**src/rtl/ssd1306_pkg.sv**
```systemverilog
// Shared definitions for the SSD1306 SPI host and the SSD1306 raster model.
package ssd1306_pkg;

  typedef enum logic [2:0] {
    StRstLow,
    StRstWait,
    StIdle,
    StSetup,
    StShift,
    StHold
  } state_e;

  // SSD1306 opcodes shared with the raster model.
  localparam logic [7:0] OpDisplayOff  = 8'hAE;
  localparam logic [7:0] OpDisplayOn   = 8'hAF;
  localparam logic [7:0] OpAddrMode    = 8'h20;
  localparam logic [7:0] OpColumnRange = 8'h21;
  localparam logic [7:0] OpPageRange   = 8'h22;
  localparam logic [7:0] OpChargePump  = 8'h8D;

  // Bits needed for a counter reaching max_val; never less than one bit.
  function automatic int unsigned cnt_width(input int unsigned max_val);
    return (max_val < 2) ? 1 : $clog2(max_val + 1);
  endfunction

endpackage

```
**src/rtl/ssd1306_spi_shifter.sv**
```systemverilog
// SCL half-period divider, bit counter and MSB-first MOSI shifter (CPOL=0).
module ssd1306_spi_shifter #(
  parameter int unsigned CLK_DIV = 2
) (
  input  logic       clk,
  input  logic       rst,
  input  logic       clear,
  input  logic       load,
  input  logic [7:0] load_data,
  input  logic       run,
  output logic       scl,
  output logic       mosi,
  output logic       half_done,
  output logic       last_bit
);
  import ssd1306_pkg::*;

  localparam int unsigned DivW = cnt_width(CLK_DIV);

  logic [DivW-1:0] div_q;
  logic [7:0]      sreg_q;
  logic [2:0]      bit_q;
  logic            scl_q;

  assign half_done = (div_q == DivW'(CLK_DIV - 1));
  // Bit 0's high phase is ending; the next edge is its falling edge.
  assign last_bit  = half_done & scl_q & (bit_q == 3'd7);
  assign scl       = scl_q;
  assign mosi      = sreg_q[7];

  // Divider, bit counter and shift register; a load restarts a byte with SCL low.
  always_ff @(posedge clk or negedge rst) begin
    if (!rst) begin
      div_q  <= '0;
      sreg_q <= '0;
      bit_q  <= '0;
      scl_q  <= 1'b0;
    end else if (clear) begin
      div_q  <= '0;
      sreg_q <= '0;
      bit_q  <= '0;
      scl_q  <= 1'b0;
    end else if (load) begin
      div_q  <= '0;
      sreg_q <= load_data;
      bit_q  <= '0;
      scl_q  <= 1'b0;
    end else if (run) begin
      if (half_done) begin
        div_q <= '0;
        scl_q <= ~scl_q;
        if (scl_q) begin
          // Falling edge: present the next bit, zeros fill so MOSI idles low.
          sreg_q <= {sreg_q[6:0], 1'b0};
          if (bit_q != 3'd7) bit_q <= bit_q + 3'd1;
        end
      end else begin
        div_q <= div_q + 1'b1;
      end
    end
  end

endmodule

```
**src/rtl/ssd1306_spi_host.sv**
```systemverilog
// SSD1306 4-wire SPI initiator: panel reset sequence, byte holding register, CS framing.
module ssd1306_spi_host #(
  parameter int unsigned CLK_DIV         = 2,
  parameter int unsigned RST_LOW_CYCLES  = 160,
  parameter int unsigned RST_WAIT_CYCLES = 1600,
  parameter int unsigned CS_HOLD_CYCLES  = 8
) (
  input  logic       clk,
  input  logic       rst,
  input  logic       reset_req,
  input  logic       in_valid,
  output logic       in_ready,
  input  logic [7:0] in_data,
  input  logic       in_dc,
  output logic       init_done,
  output logic       busy,
  output logic       oled_rst,
  output logic       oled_cs,
  output logic       oled_dc,
  output logic       spi_scl,
  output logic       spi_mosi
);
  import ssd1306_pkg::*;

  localparam int unsigned RstMax = (RST_LOW_CYCLES > RST_WAIT_CYCLES) ? RST_LOW_CYCLES
                                                                       : RST_WAIT_CYCLES;
  localparam int unsigned RstW   = cnt_width(RstMax);
  localparam int unsigned HoldW  = cnt_width(CS_HOLD_CYCLES);

  state_e           state_q, state_d;
  logic [RstW-1:0]  rst_cnt_q, rst_cnt_d;
  logic [HoldW-1:0] hold_cnt_q, hold_cnt_d;
  logic             init_done_q, init_done_d;
  logic             cs_q, cs_d;
  logic             dc_q, dc_d;
  logic             full_q;
  logic [7:0]       hold_data_q;
  logic             hold_dc_q;
  logic             handshake;
  logic             load, clear, run;
  logic             half_done, last_bit;

  assign in_ready  = init_done_q & ~full_q;
  assign handshake = in_valid & in_ready;
  assign init_done = init_done_q;
  assign busy      = ((state_q != StIdle) & init_done_q) | full_q;
  assign oled_rst  = (state_q != StRstLow);
  assign oled_cs   = cs_q;
  assign oled_dc   = dc_q;

  ssd1306_spi_shifter #(
    .CLK_DIV (CLK_DIV)
  ) u_shifter (
    .clk       (clk),
    .rst       (rst),
    .clear     (clear),
    .load      (load),
    .load_data (hold_data_q),
    .run       (run),
    .scl       (spi_scl),
    .mosi      (spi_mosi),
    .half_done (half_done),
    .last_bit  (last_bit)
  );

  // One-entry holding register; a new handshake wins over a same-cycle load.
  always_ff @(posedge clk or negedge rst) begin
    if (!rst) begin
      full_q      <= 1'b0;
      hold_data_q <= '0;
      hold_dc_q   <= 1'b0;
    end else if (reset_req) begin
      full_q <= 1'b0;
    end else if (handshake) begin
      full_q      <= 1'b1;
      hold_data_q <= in_data;
      hold_dc_q   <= in_dc;
    end else if (load) begin
      full_q <= 1'b0;
    end
  end

  // FSM next state, counters, CS/DC and shifter controls.
  always_comb begin
    state_d     = state_q;
    rst_cnt_d   = rst_cnt_q;
    hold_cnt_d  = hold_cnt_q;
    init_done_d = init_done_q;
    cs_d        = cs_q;
    dc_d        = dc_q;
    load        = 1'b0;
    clear       = 1'b0;
    run         = 1'b0;
    if (reset_req) begin
      state_d     = StRstLow;
      rst_cnt_d   = '0;
      hold_cnt_d  = '0;
      init_done_d = 1'b0;
      cs_d        = 1'b1;
      clear       = 1'b1;
    end else begin
      case (state_q)
        StRstLow: begin
          if (rst_cnt_q >= RstW'(RST_LOW_CYCLES - 1)) begin
            state_d   = StRstWait;
            rst_cnt_d = '0;
          end else begin
            rst_cnt_d = rst_cnt_q + 1'b1;
          end
        end
        StRstWait: begin
          if (rst_cnt_q >= RstW'(RST_WAIT_CYCLES - 1)) begin
            state_d     = StIdle;
            rst_cnt_d   = '0;
            init_done_d = 1'b1;
          end else begin
            rst_cnt_d = rst_cnt_q + 1'b1;
          end
        end
        StIdle: begin
          cs_d = 1'b1;
          if (full_q) begin
            load    = 1'b1;
            cs_d    = 1'b0;
            dc_d    = hold_dc_q;
            state_d = StSetup;
          end
        end
        StSetup: begin
          // First low phase; the shifter raises SCL as we leave.
          run = 1'b1;
          if (half_done) state_d = StShift;
        end
        StShift: begin
          run = 1'b1;
          if (last_bit) begin
            if (full_q) begin
              // Back-to-back: reload on bit 0's falling edge, no gap.
              load = 1'b1;
              dc_d = hold_dc_q;
            end else begin
              state_d    = StHold;
              hold_cnt_d = '0;
            end
          end
        end
        StHold: begin
          if (full_q) begin
            load       = 1'b1;
            dc_d       = hold_dc_q;
            state_d    = StSetup;
            hold_cnt_d = '0;
          end else if (int'(hold_cnt_q) + 1 >= int'(CS_HOLD_CYCLES)) begin
            cs_d       = 1'b1;
            state_d    = StIdle;
            hold_cnt_d = '0;
          end else begin
            hold_cnt_d = hold_cnt_q + 1'b1;
          end
        end
        default: state_d = StRstLow;
      endcase
    end
  end

  // FSM state and registered panel outputs.
  always_ff @(posedge clk or negedge rst) begin
    if (!rst) begin
      state_q     <= StRstLow;
      rst_cnt_q   <= '0;
      hold_cnt_q  <= '0;
      init_done_q <= 1'b0;
      cs_q        <= 1'b1;
      dc_q        <= 1'b0;
    end else begin
      state_q     <= state_d;
      rst_cnt_q   <= rst_cnt_d;
      hold_cnt_q  <= hold_cnt_d;
      init_done_q <= init_done_d;
      cs_q        <= cs_d;
      dc_q        <= dc_d;
    end
  end

endmodule

```
**config.mk**
```make
export PLATFORM = sky130hd
export DESIGN_NAME = ssd1306_spi_host
export DESIGN_NICKNAME = d
export VERILOG_FILES = /design/src/rtl/ssd1306_pkg.sv /design/src/rtl/ssd1306_spi_shifter.sv /design/src/rtl/ssd1306_spi_host.sv
export SDC_FILE = /design/constraint.sdc
export NUM_CORES = 1
export LEC_CHECK = 0
export ABC_AREA = 1
export CORE_AREA = 2 2 81 83
export CTS_BUF_LIST = sky130_fd_sc_hd__clkbuf_8 sky130_fd_sc_hd__clkbuf_16
export DETAILED_ROUTE_END_ITERATION = 10
export DIE_AREA = 0 0 83 85
export PLACE_DENSITY = 0.6
export SETUP_SLACK_MARGIN = 0.3
export SLEW_MARGIN = 10
export SYNTH_ARGS = -nofsm -noshare
export SYNTH_HDL_FRONTEND = slang
export SYNTH_SLANG_ARGS = --single-unit
```
**constraint.sdc**
```tcl
create_clock -name clk -period 2.87 [get_ports clk]
set_input_delay 0.4305 -clock clk [delete_from_list [all_inputs] [get_ports clk]]
set_output_delay 0.4305 -clock clk [all_outputs]
set_load 0.1 [all_outputs]
```
== After elaboration in Yosys (flattened, before gate mapping) ==
Cells that the tools add are included.
Cells by class
  $add $sub $neg: 5
  $lt $le $gt $ge: 3
  eq/ne operators: 19
  multiplexer cells: 60
  bitwise operators: 9
  reductions and logical operators: 24
Operator list (number)
  2-to-1 mux 3 bit: 15
  2-to-1 mux 8 bit: 5
  2-to-1 mux 11 bit: 3
  nonzero test 3 bit: 9
  inequality test 3 bit (second input constant): 8
  2-to-1 mux 1 bit: 22
  one-hot mux 11 bit (2 select lines): 1
  2-to-1 mux 4 bit: 5
  one-hot mux 3 bit (6 select lines): 1
  AND reduction 3 bit: 4
  adder 11 x 1 -> 11 bit (second input constant): 1
  greater-or-equal comparator 11 bit (second input constant): 1
  greater-or-equal comparator 11 x 8 -> 1 bit (second input constant): 1
  == test 3 bit (second input constant): 3
  2-to-1 mux 2 bit: 4
  one-hot mux 4 bit (2 select lines): 1
  AND reduction 7 bit: 1
  == test 3 x 2 -> 1 bit (second input constant): 2
  inequality test 3 x 2 -> 1 bit (second input constant): 2
  one-hot mux 1 bit (2 select lines): 3
  AND reduction 2 bit: 3
  nonzero test 2 bit: 3
  adder 4 x 1 -> 5 bit (second input constant): 1
  AND 1 bit: 5
  other kinds (13): 16
Storage, ports and cells
  register bits: 45
  bits of input ports: 13
  output and inout port bits: 8
  word-level logic and storage cells: 133

== Longest topological paths before layout ==
Gate-level depths: netlist of run 1.
  depth after elaboration: 9
  gate-level depth with buffers: 12
  gate-level depth less buffers: 12

== Cells and area by module ==
Synthesis of run 1 repeated with hierarchy kept, for this count alone.
Second synthesis, totals
  cell total of the unflattened synthesis: 326
  area, all modules: 2633.8 sq um
Modules (own cells, without submodules)
  ssd1306_spi_host: instances 1, cells an instance 232, area each 1879.3 sq um, sequential area each 777.0 sq um
  ssd1306_spi_shifter: instances 1, cells an instance 94, area each 754.5 sq um, sequential area each 350.3 sq um

== Worst setup path after synthesis of run 1 ==
No wires, ideal clock.
  kind: register to output
  start: register init_done_q (netlist: init_done)
  end: output busy
  arrival: 3.247 ns
  data required time: 2.440 ns
  path slack: -0.807 ns
  stages on the path, launching flop included: 3
  buffers on the path: 0
  cells stage by stage: dfrtp_1 > inv_1 > o21ai_0
Between the ends
  word-level cells in the longest chain between the ends: 2
Ends and longest elaborated chain
  from (decl): RTL line ssd1306_spi_host.sv:33  | logic init_done_q, init_done_d;
  from (signal assigned): RTL line ssd1306_spi_host.sv:179  | init_done_q <= init_done_d;
  AND 1 bit: RTL line ssd1306_spi_host.sv:46  | assign busy = ((state_q != StIdle) & init_done_q) | full_q;
  bitwise OR 1 bit: RTL line ssd1306_spi_host.sv:46
  to (decl): RTL line ssd1306_spi_host.sv:16  | output logic busy,
No other way between the ends.

== Worst setup path after layout of run 1 ==
  start: register state_q[2]
  end: output busy
Between the ends
  word-level cells in the longest chain between the ends: 3
Ends and longest elaborated chain
  from (decl): RTL line ssd1306_spi_host.sv:30  | state_e state_q, state_d;
  from (signal assigned): RTL line ssd1306_spi_host.sv:169  | state_q <= StRstLow;
  from (signal assigned): RTL line ssd1306_spi_host.sv:176  | state_q <= state_d;
  inequality test 3 x 2 -> 1 bit: RTL line ssd1306_spi_host.sv:46
  AND 1 bit: RTL line ssd1306_spi_host.sv:46
  bitwise OR 1 bit: RTL line ssd1306_spi_host.sv:46
No other way between the ends.

==> results of run 1 <==
## cell families after synthesis
kind of cell,synth area share [%]
buffers and inverters,8.807
AO/OA/AOI/OAI,13.06
XOR/XNOR,2.151
flip-flops,46.13
AND/OR/NAND/NOR,27.29
adder cells (fa/ha/maj),2.560
## state kept, by name, summed over array words and instances (netlist names)
register,cells
full_q,1
hold_cnt_q,4
hold_data_q,8
hold_dc_q,1
init_done,1
oled_cs,1
oled_dc,1
rst_cnt_q,11
state_q,3
u_shifter.bit_q,3
u_shifter.div_q,2
u_shifter.scl,1
u_shifter.sreg_q,8
## report_power, final
| part | switching [mW] | internal [mW] | leakage [nW] |
|---|---|---|---|
| Sequential | 0.0522 | 0.687 | 0.570 |
| Clock | 0.235 | 0.176 | 0.0447 |
| Combinational | 0.368 | 0.138 | 0.799 |
| Total | 0.655 | 1.00 | 1.41 |
## placed cells by master (no fill, tap or decap), types with 6 or more instances in the layout
master	netlist	final
a21oi_1	28	28
buf_4	0	9
clkdlybuf4s50_1	0	11
dfrtp_1	44	44
inv_1	49	49
inv_2	6	6
nand2_1	55	55
nand3_1	17	17
nor2_1	46	45
o21ai_0	19	18
o21ai_1	7	7
## how the worst max path moves through the flow
stage,start,depth (start not counted),slack [ns],end
after global placement,reset_req,5,0.81,hold_data_q[2]
final,state_q[2],3,0.88,busy
after global routing,u_shifter.bit_q[0],10,0.79,u_shifter.sreg_q[7]
after detailed placement,reset_req,5,0.75,hold_data_q[2]
after CTS,state_q[2],3,0.89,busy
after floorplan,init_done,2,0.41,busy
## metal layers
metal / global-route usage [%] / vias to the layer above / wire length, um
li1: - / 1057 / -
met1: 22.36 / 919 / 2558
met2: 23.90 / 52 / 2147
met3: 2.918 / 6 / 206
met4: 5.812 / 0 / 73
met5: 0 / - / 0
## critical path: cells and delay by family, from the launching register on
| family | cells | cell delay [ns] |
|---|---|---|
| flip-flops | 1 | 0.46 |
| AND/OR/NAND/NOR | 1 | 0.43 |
| buffers and inverters | 1 | 0.25 |
| AO/OA/AOI/OAI | 1 | 0.11 |
## per-stage QoR
step / hold slack, ns / util, % / total power, mW
floorplan: 0.1349 / - / 1.127
global placement: 0.4707 / 43.84 / 1.261
detailed placement: 0.4757 / 43.84 / 1.260
CTS: 0.3219 / 45.35 / 1.678
global route: 0.3746 / 45.35 / 1.772
finish: 0.2738 / 45.35 / 1.656
## final cells by class
cell class / instances / area (sq um)
Clock inverter: 3 / 25.02
Timing Repair Buffer: 21 / 182.7
Sequential cell: 45 / 1127
Multi-Input combinational cell: 214 / 1107
Fill cell: 605 / 3391
Inverter: 55 / 206.4
Clock buffer: 5 / 68.82
Tap cell: 77 / 96.34
==> flow_summary.toml, run 1 <==
[floorplan]
rows = 29
fp.dieArea_sq_mm = 0.007055
start_util_pct = 39.38
core_sq_mm = 0.006205
io_pins = 21
die_h_um = 85
die_w_um = 83

[synth]
ys.warnings.count = 0
synthFlopType = "dfrtp_1"
ys_top_cells_by_area = "dfrtp_1 45%, nand2_1 8.4%, inv_1 7.5%, nor2_1 7.1%, a21oi_1 5.7%"
syn-cell-area_sq_mm = 0.002444
synth_area_leader_cell = "dfrtp_1"
avgSynthCellArea_sq_um = 7.733
synth_nets = 334
synth_seq_area_share_pct = 46.13
ys_async_sr_fraction_pct = 100.0
netlist_instances = 316
yosys.cell_count.top_type = "nand2_1"
synthTopCellsByCount = "55 x nand2_1, 49 x inv_1, 46 x nor2_1"
post_synth_num_cell_types = 30
synth-seq-cells = 45
synth_edf_count = 0
synth.top_cell.area_share_pct = 45.06

[sta]
fmax_mhz = 502.5
setup_viol = 0
tightest_slew_ns = 0.9931
period_needed_ns = 1.990
fin_crit_sh_pct = 69.33
worst_slack_ns = 0.8801
hold_viol = 0
setup_tns_ns = 0
slew_viol_final = 0
max_slew_margin_pct = 33.79
rsz0062_at_grt = "no"
fin_worst_skew_ns = 0.01103

[min_path]
worst_hold_path_type = "in2async"

[place]
dpl-instance-area_sq_mm = 0.002720
portBuffers = 20
place_worst_setup_slack_ns = 0.7457
dp.cells = 412
dp_hpwl_um = 3725
gp_congestion = 0.8462

[critical_path]
reg2reg_to = "u_shifter.sreg_q[7]"
critPathRequiredTime_ns = 2.44
r2r_start = "u_shifter.bit_q[0]"
cp_max_fo = 6
cp-start-kind = "flip-flop"
cpMaxStageDelayCell = "dfrtp_1"
worstPathArrival_ns = 1.56
path_class = "reg2out"
slowest_delay_ns = 0.46
reg2reg_slack_ns = 0.98
r2r_cells = 11
end_kind = "output port"
cp_cell_sequence = "nor3_2 -> o21ai_2 -> buf_4"

[global_routing]
grt_overflow = 0
track_usage_pct = 15.68
grt_pass1_wl_um = 9052
first_global_vias = 1998
grt_max_degree = 46
antenna_found_initial = 0

[drt]
drc = 0
postRouteAntennaNets = 0
routedWlPerCell_um = 11.87
viasPerCell = 4.843
vias = 2034
firstDrtPassIters = 4
drt_iter0_drc = 198
routed_wl_um = 4986

[cts]
cts_buffer_depth = 2
ctsResizeCount = 0
cts_hold_buf = 0
postCtsSetupRepairBufs = 0
clock-root-buffer = "clkbuf_8"
cts-buffers-inserted = 5
cts.sink_count = 45
clock_latency_ns = 0.30
clkSlewWorstSetupHoldPaths_ns = 0.09
cts.htree.levels = 2
cts_tree = "done"

[power]
ir_drop_uv = 386.4
leakage_nw = 1.414
p_per_area_mw_per_mm2 = 588.6

[finish]
drive_above_1_share_pct = 12.24
layout.cells.non_filler = 420
fin_nets = 360
area_growth_pct = 15.16
finalInstanceArea_sq_mm = 0.002814
antenna_cells = 0

[status]
outcome = "finished, final reports clean"

[job]
drv_cap = 0
Power figures use the tool's default switching activity.
==> inputs of run 2 (changes only) <==
- clock period: 2.87 -> 1.9 ns (I/O delays scaled with it)
==> flow_summary.toml, run 2 (synthesis results as in run 1) <==
[status]
outcome = "finished, final reports clean"

[cts]
clkSlewWorstSetupHoldPaths_ns = 0.08
cts_buffer_depth = 2
cts.htree.levels = 2
clock_latency_ns = 0.29
cts.sink_count = 45
cts-buffers-inserted = 5
cts_tree = "done"
clock-root-buffer = "clkbuf_8"

[min_path]
worst_hold_path_type = "in2async"

[global_routing]
antenna_found_initial = 0
grt_overflow = 0
grt_pass1_wl_um = 9342
grt_max_degree = 32
first_global_vias = 2057
track_usage_pct = 15.99

[power]
seqPwrFrac_pct = 39.1
ir_drop_uv = 1071
clkPwrFrac_pct = 21.8
p_int_mw = 1.763
total_power_mw = 2.857
leakage_nw = 1.608
p_per_area_mw_per_mm2 = 865.9
p_switching_mw = 1.094
share_comb_of_total_power_pct = 39.1
swShare_pct = 38.30

[sta]
fin_worst_skew_ns = 0.001771
worst_slack_ns = 0.2154
hold_viol = 0
period_needed_ns = 1.685
fin_crit_sh_pct = 88.66
fmax_mhz = 593.6
setup_tns_ns = 0
max_slew_margin_pct = 72.49
slew_viol_final = 0
tightest_slew_ns = 0.4122
rsz0062_at_grt = "yes"
setup_viol = 0
holdWs_ns = 0.4324

[drt]
viasPerCell = 4.843
routed_wl_um = 5514
drt_iter0_drc = 76
drc = 0
vias = 2165
routedWlPerCell_um = 12.34
postRouteAntennaNets = 0
firstDrtPassIters = 4

[critical_path]
cp_max_fo = 5
critPathRequiredTime_ns = 2.09
cp-start-kind = "flip-flop"
path_class = "reg2reg"
worstPathArrival_ns = 1.88
end_kind = "flip-flop"

[place]
dpl-instance-area_sq_mm = 0.002880
dp.cells = 421
gp_congestion = 0.9034
dp_hpwl_um = 3845
portBuffers = 20
place_worst_setup_slack_ns = 0.08401

[floorplan]
fp.dieArea_sq_mm = 0.007055
die_w_um = 83
die_h_um = 85
core_sq_mm = 0.006205
io_pins = 21
start_util_pct = 39.38
rows = 29

[finish]
reg_top3 = "rst_cnt_q: 11 flops, hold_data_q: 8 flops, u_shifter.sreg_q: 8 flops"
final_util_pct = 53.18
fin_nets = 387
drive_above_1_share_pct = 28.38
final_common_cell = "nand2_1"
layout_common_cells = "48 x nand2_1, 47 x inv_1, 39 x dfrtp_1"
antenna_cells = 0
finalInstanceArea_sq_mm = 0.003299
layout.cells.non_filler = 447
area_growth_pct = 35.02
largest_reg_flops = 11
largest_register = "rst_cnt_q"

[job]
drv_cap = 0
run 2: cell types whose count changed in the layout (fill, tap and decap cells not counted), moves of 4 or more:
cell,before,now
buf_12,0,5
nand2_2,4,8
nor2_4,2,8
nand2_1,55,48
dfrtp_1,44,39
a21oi_1,28,24
a21oi_2,0,4
nor2_1,45,38
o21ai_0,18,11
buf_4,9,26
nand3_1,17,13
nand3_2,2,6
run 2: final cells by class:
cell class                 count  area (sq um)
timing repair buffer          46         442.9
multi-input combinational    216          1306
sequential                    45          1139
inverter                      55         219.0
clock inverter                 2         13.76
fill                         591          2905
tap                           77         96.34
clock buffer                   6         82.58
run 2: final timing paths:
kind	to	startpoint	cells past startpoint	slack, ns
min	rst_cnt_q[3]	rst	2	0.43
min in group clk	u_shifter.sreg_q[3]	u_shifter.sreg_q[3]	2	0.50
max reg2reg	u_shifter.sreg_q[3]	u_shifter.bit_q[0]	12	0.22
max	u_shifter.sreg_q[3]	u_shifter.bit_q[0]	12	0.22
max in group asynchronous	u_shifter.scl	rst	3	0.97
min reg2reg	u_shifter.sreg_q[3]	u_shifter.sreg_q[3]	2	0.50
run 2: per-layer routing:
metal	part of all wire [%]	wire (um)	GRT usage [%]
met1	50	2767	23.58
met2	47	2568	24.85
met3	1.6	88	1.751
met4	1.6	90	4.918
met5	0	0	0
run 2: repair_timing:
action,in CTS,in global routing
resized for setup,24,33
setup endpoints to repair,28,33
gates cloned,2,0
pin swaps,11,15
buffers inserted,7,8
hold buffers,1,0
endpoints found under the hold margin,13,0
run 2: power groups by stage:
stage | Combinational [mW] | Sequential (mW) | Clock (mW)
4_1_cts | 1.01 | 1.12 | 0.655
2_1_floorplan | 0.511 | 1.20 | 0
5_1_grt | 1.21 | 1.13 | 0.686
3_5_place_dp | 0.899 | 1.13 | 0
3_3_place_gp | 0.896 | 1.13 | 0
6_report | 1.12 | 1.12 | 0.623
run 2: worst max-delay path, cell delays in order (launching register included):
cell and delay (ns):
dfrtp_1 0.39, ha_2 0.20, ha_4 0.17, nand2_4 0.06, nor3_4 0.04, nand2_1 0.07, nand2_2 0.09, nand2_4 0.13
nand2_8 0.09, nor2_8 0.13, inv_4 0.05, o21ai_2 0.10, inv_1 0.04
==> inputs of run 3 (changes only) <==
- PLACE_DENSITY: 0.6 -> 0.62
- clock period: 1.9 -> 1.5 ns (I/O delays scaled with it)
==> flow_summary.toml, run 3 (synthesis results as in run 1) <==
[status]
outcome = "finished with violations"
violations = "setup timing"

[cts]
clkSlewWorstSetupHoldPaths_ns = 0.09
cts_tree = "done"
cts_buffer_depth = 2
clock-root-buffer = "clkbuf_8"
cts-buffers-inserted = 5
clock_latency_ns = 0.30
cts.htree.levels = 2
cts.sink_count = 45

[finish]
drive_above_1_share_pct = 43.24
layout_common_cells = "46 x inv_1, 43 x nand2_1, 41 x buf_4"
final_common_cell = "inv_1"
regArea_sq_mm = 0.001139
fillers = 530
largest_register = "rst_cnt_q"
reg_top3 = "rst_cnt_q: 11 flops, hold_data_q: 8 flops, u_shifter.sreg_q: 8 flops"
largest_reg_flops = 11
fin_nets = 424
multiInputGateArea_sq_mm = 0.001524
area_growth_pct = 59.70
antenna_cells = 0

[critical_path]
cp_cell_sequence = "ha_2 -> ha_4 -> nand2_4 -> nor3_4 -> nand2_1 -> nand2_2 -> nand2_4 -> nand2_8 -> nor2_8 -> inv_4 -> o21ai_2 -> inv_1"
end_kind = "flip-flop"
cp-start-kind = "flip-flop"
worstPathArrival_ns = 1.88
crit_top_cell = "nand2_4"
path_class = "reg2reg"
cpMaxStageDelayCell = "dfrtp_1"
crit_family = "simple AND/OR/NAND/NOR gates"
critPathRequiredTime_ns = 1.70
slowest_delay_ns = 0.39
reg2reg_slack_ns = -0.18
cp_max_fo = 5
path_buf_inv = 2

[min_path]
worst_hold_path_type = "in2reg"

[drt]
drt_iter0_drc = 103
routedWlPerCell_um = 13.56
vias = 2375
viasPerCell = 4.907
dr_wl_met2_um = 3311
routed-wl-met3_um = 191
top_layer = "met4"
routed_wl_um = 6561
wl_met1_um = 2987
drc = 0
firstDrtPassIters = 4
postRouteAntennaNets = 0

[global_routing]
grt_max_degree = 46
grt_overflow = 0
antenna_found_initial = 0
first_global_vias = 2372
grt_pass1_wl_um = 10560
track_usage_pct = 18.30

[power]
p_per_area_mw_per_mm2 = 1036
leakage_nw = 1.859
total_power_mw = 4.045
ir_drop_uv = 742.0

[sta]
rsz0062_at_grt = "yes"
max_slew_margin_pct = 62.99
slew_viol_final = 0
fin_worst_skew_ns = 0.006720
tightest_slew_ns = 0.5531
holdWs_ns = 0.3304
fmax_mhz = 594.2
worst_slack_ns = -0.1830
fin_crit_sh_pct = 112.2
setup_viol = 25
period_needed_ns = 1.683
hold_viol = 0

[place]
place_worst_setup_slack_ns = -0.2774
dp_hpwl_um = 4270
portBuffers = 20
gp_congestion = 0.9580

[floorplan]
fp.dieArea_sq_mm = 0.007055
rows = 29
io_pins = 21
die_w_um = 83
start_util_pct = 39.38
core_sq_mm = 0.006205
die_h_um = 85

[job]
drv_cap = 0
run 3: final cells by class:
cell class                      count  area share (%)
Clock buffer                        5           1.763
Clock inverter                      3           1.090
Tap cell                           77           2.469
Multi-Input combinational cell    219           39.05
Inverter                           55           5.675
Sequential cell                    45           29.18
Timing Repair Buffer               80           20.78
run 3: metal layers:
metal	track usage (%)	vias up
li1	-	1197
met1	23.88	1134
met2	31.16	36
met3	3.599	8
met4	5.216	0
met5	0	-
run 3: repair_timing:
action                                  4_1_cts  5_1_grt
hold endpoints to repair                     44        0
endpoints found under the setup margin       51       51
hold buffers                                  1        0
setup buffers                                 9       14
resized for setup                            47       45
pin swaps                                    11       17
cloned                                        2        3
run 3: stage by stage:
| step | TNS (ns) | utilization (%) | cells | area [sq um] |
|---|---|---|---|---|
| floorplan | -1.077 | - | 316 | 2574 |
| global placement | -4.946 | 51.87 | 447 | 3218 |
| detailed placement | -6.161 | 51.87 | 447 | 3218 |
| CTS | -2.535 | 57.91 | 467 | 3593 |
| global route | -6.896 | 62.90 | 484 | 3902 |
| finish | -2.852 | 62.90 | 484 | 3902 |
run 3: path summary, 6_finish.rpt:
check / from / to / cells past startpoint
max reg2reg: u_shifter.bit_q[1] / u_shifter.sreg_q[2] / 12
max in group asynchronous: rst / oled_cs / 3
min reg2reg: oled_cs / oled_cs / 2
max: u_shifter.bit_q[1] / u_shifter.sreg_q[2] / 12
min: reset_req / init_done / 2
min in group asynchronous: rst / hold_cnt_q[1] / 3
run 3: where the power goes:
part	internal [mW]	switching (mW)	leakage (nW)
Combinational	0.719	0.959	1.24
Clock	0.494	0.439	0.0595
Sequential	1.32	0.113	0.561
Total	2.53	1.51	1.86
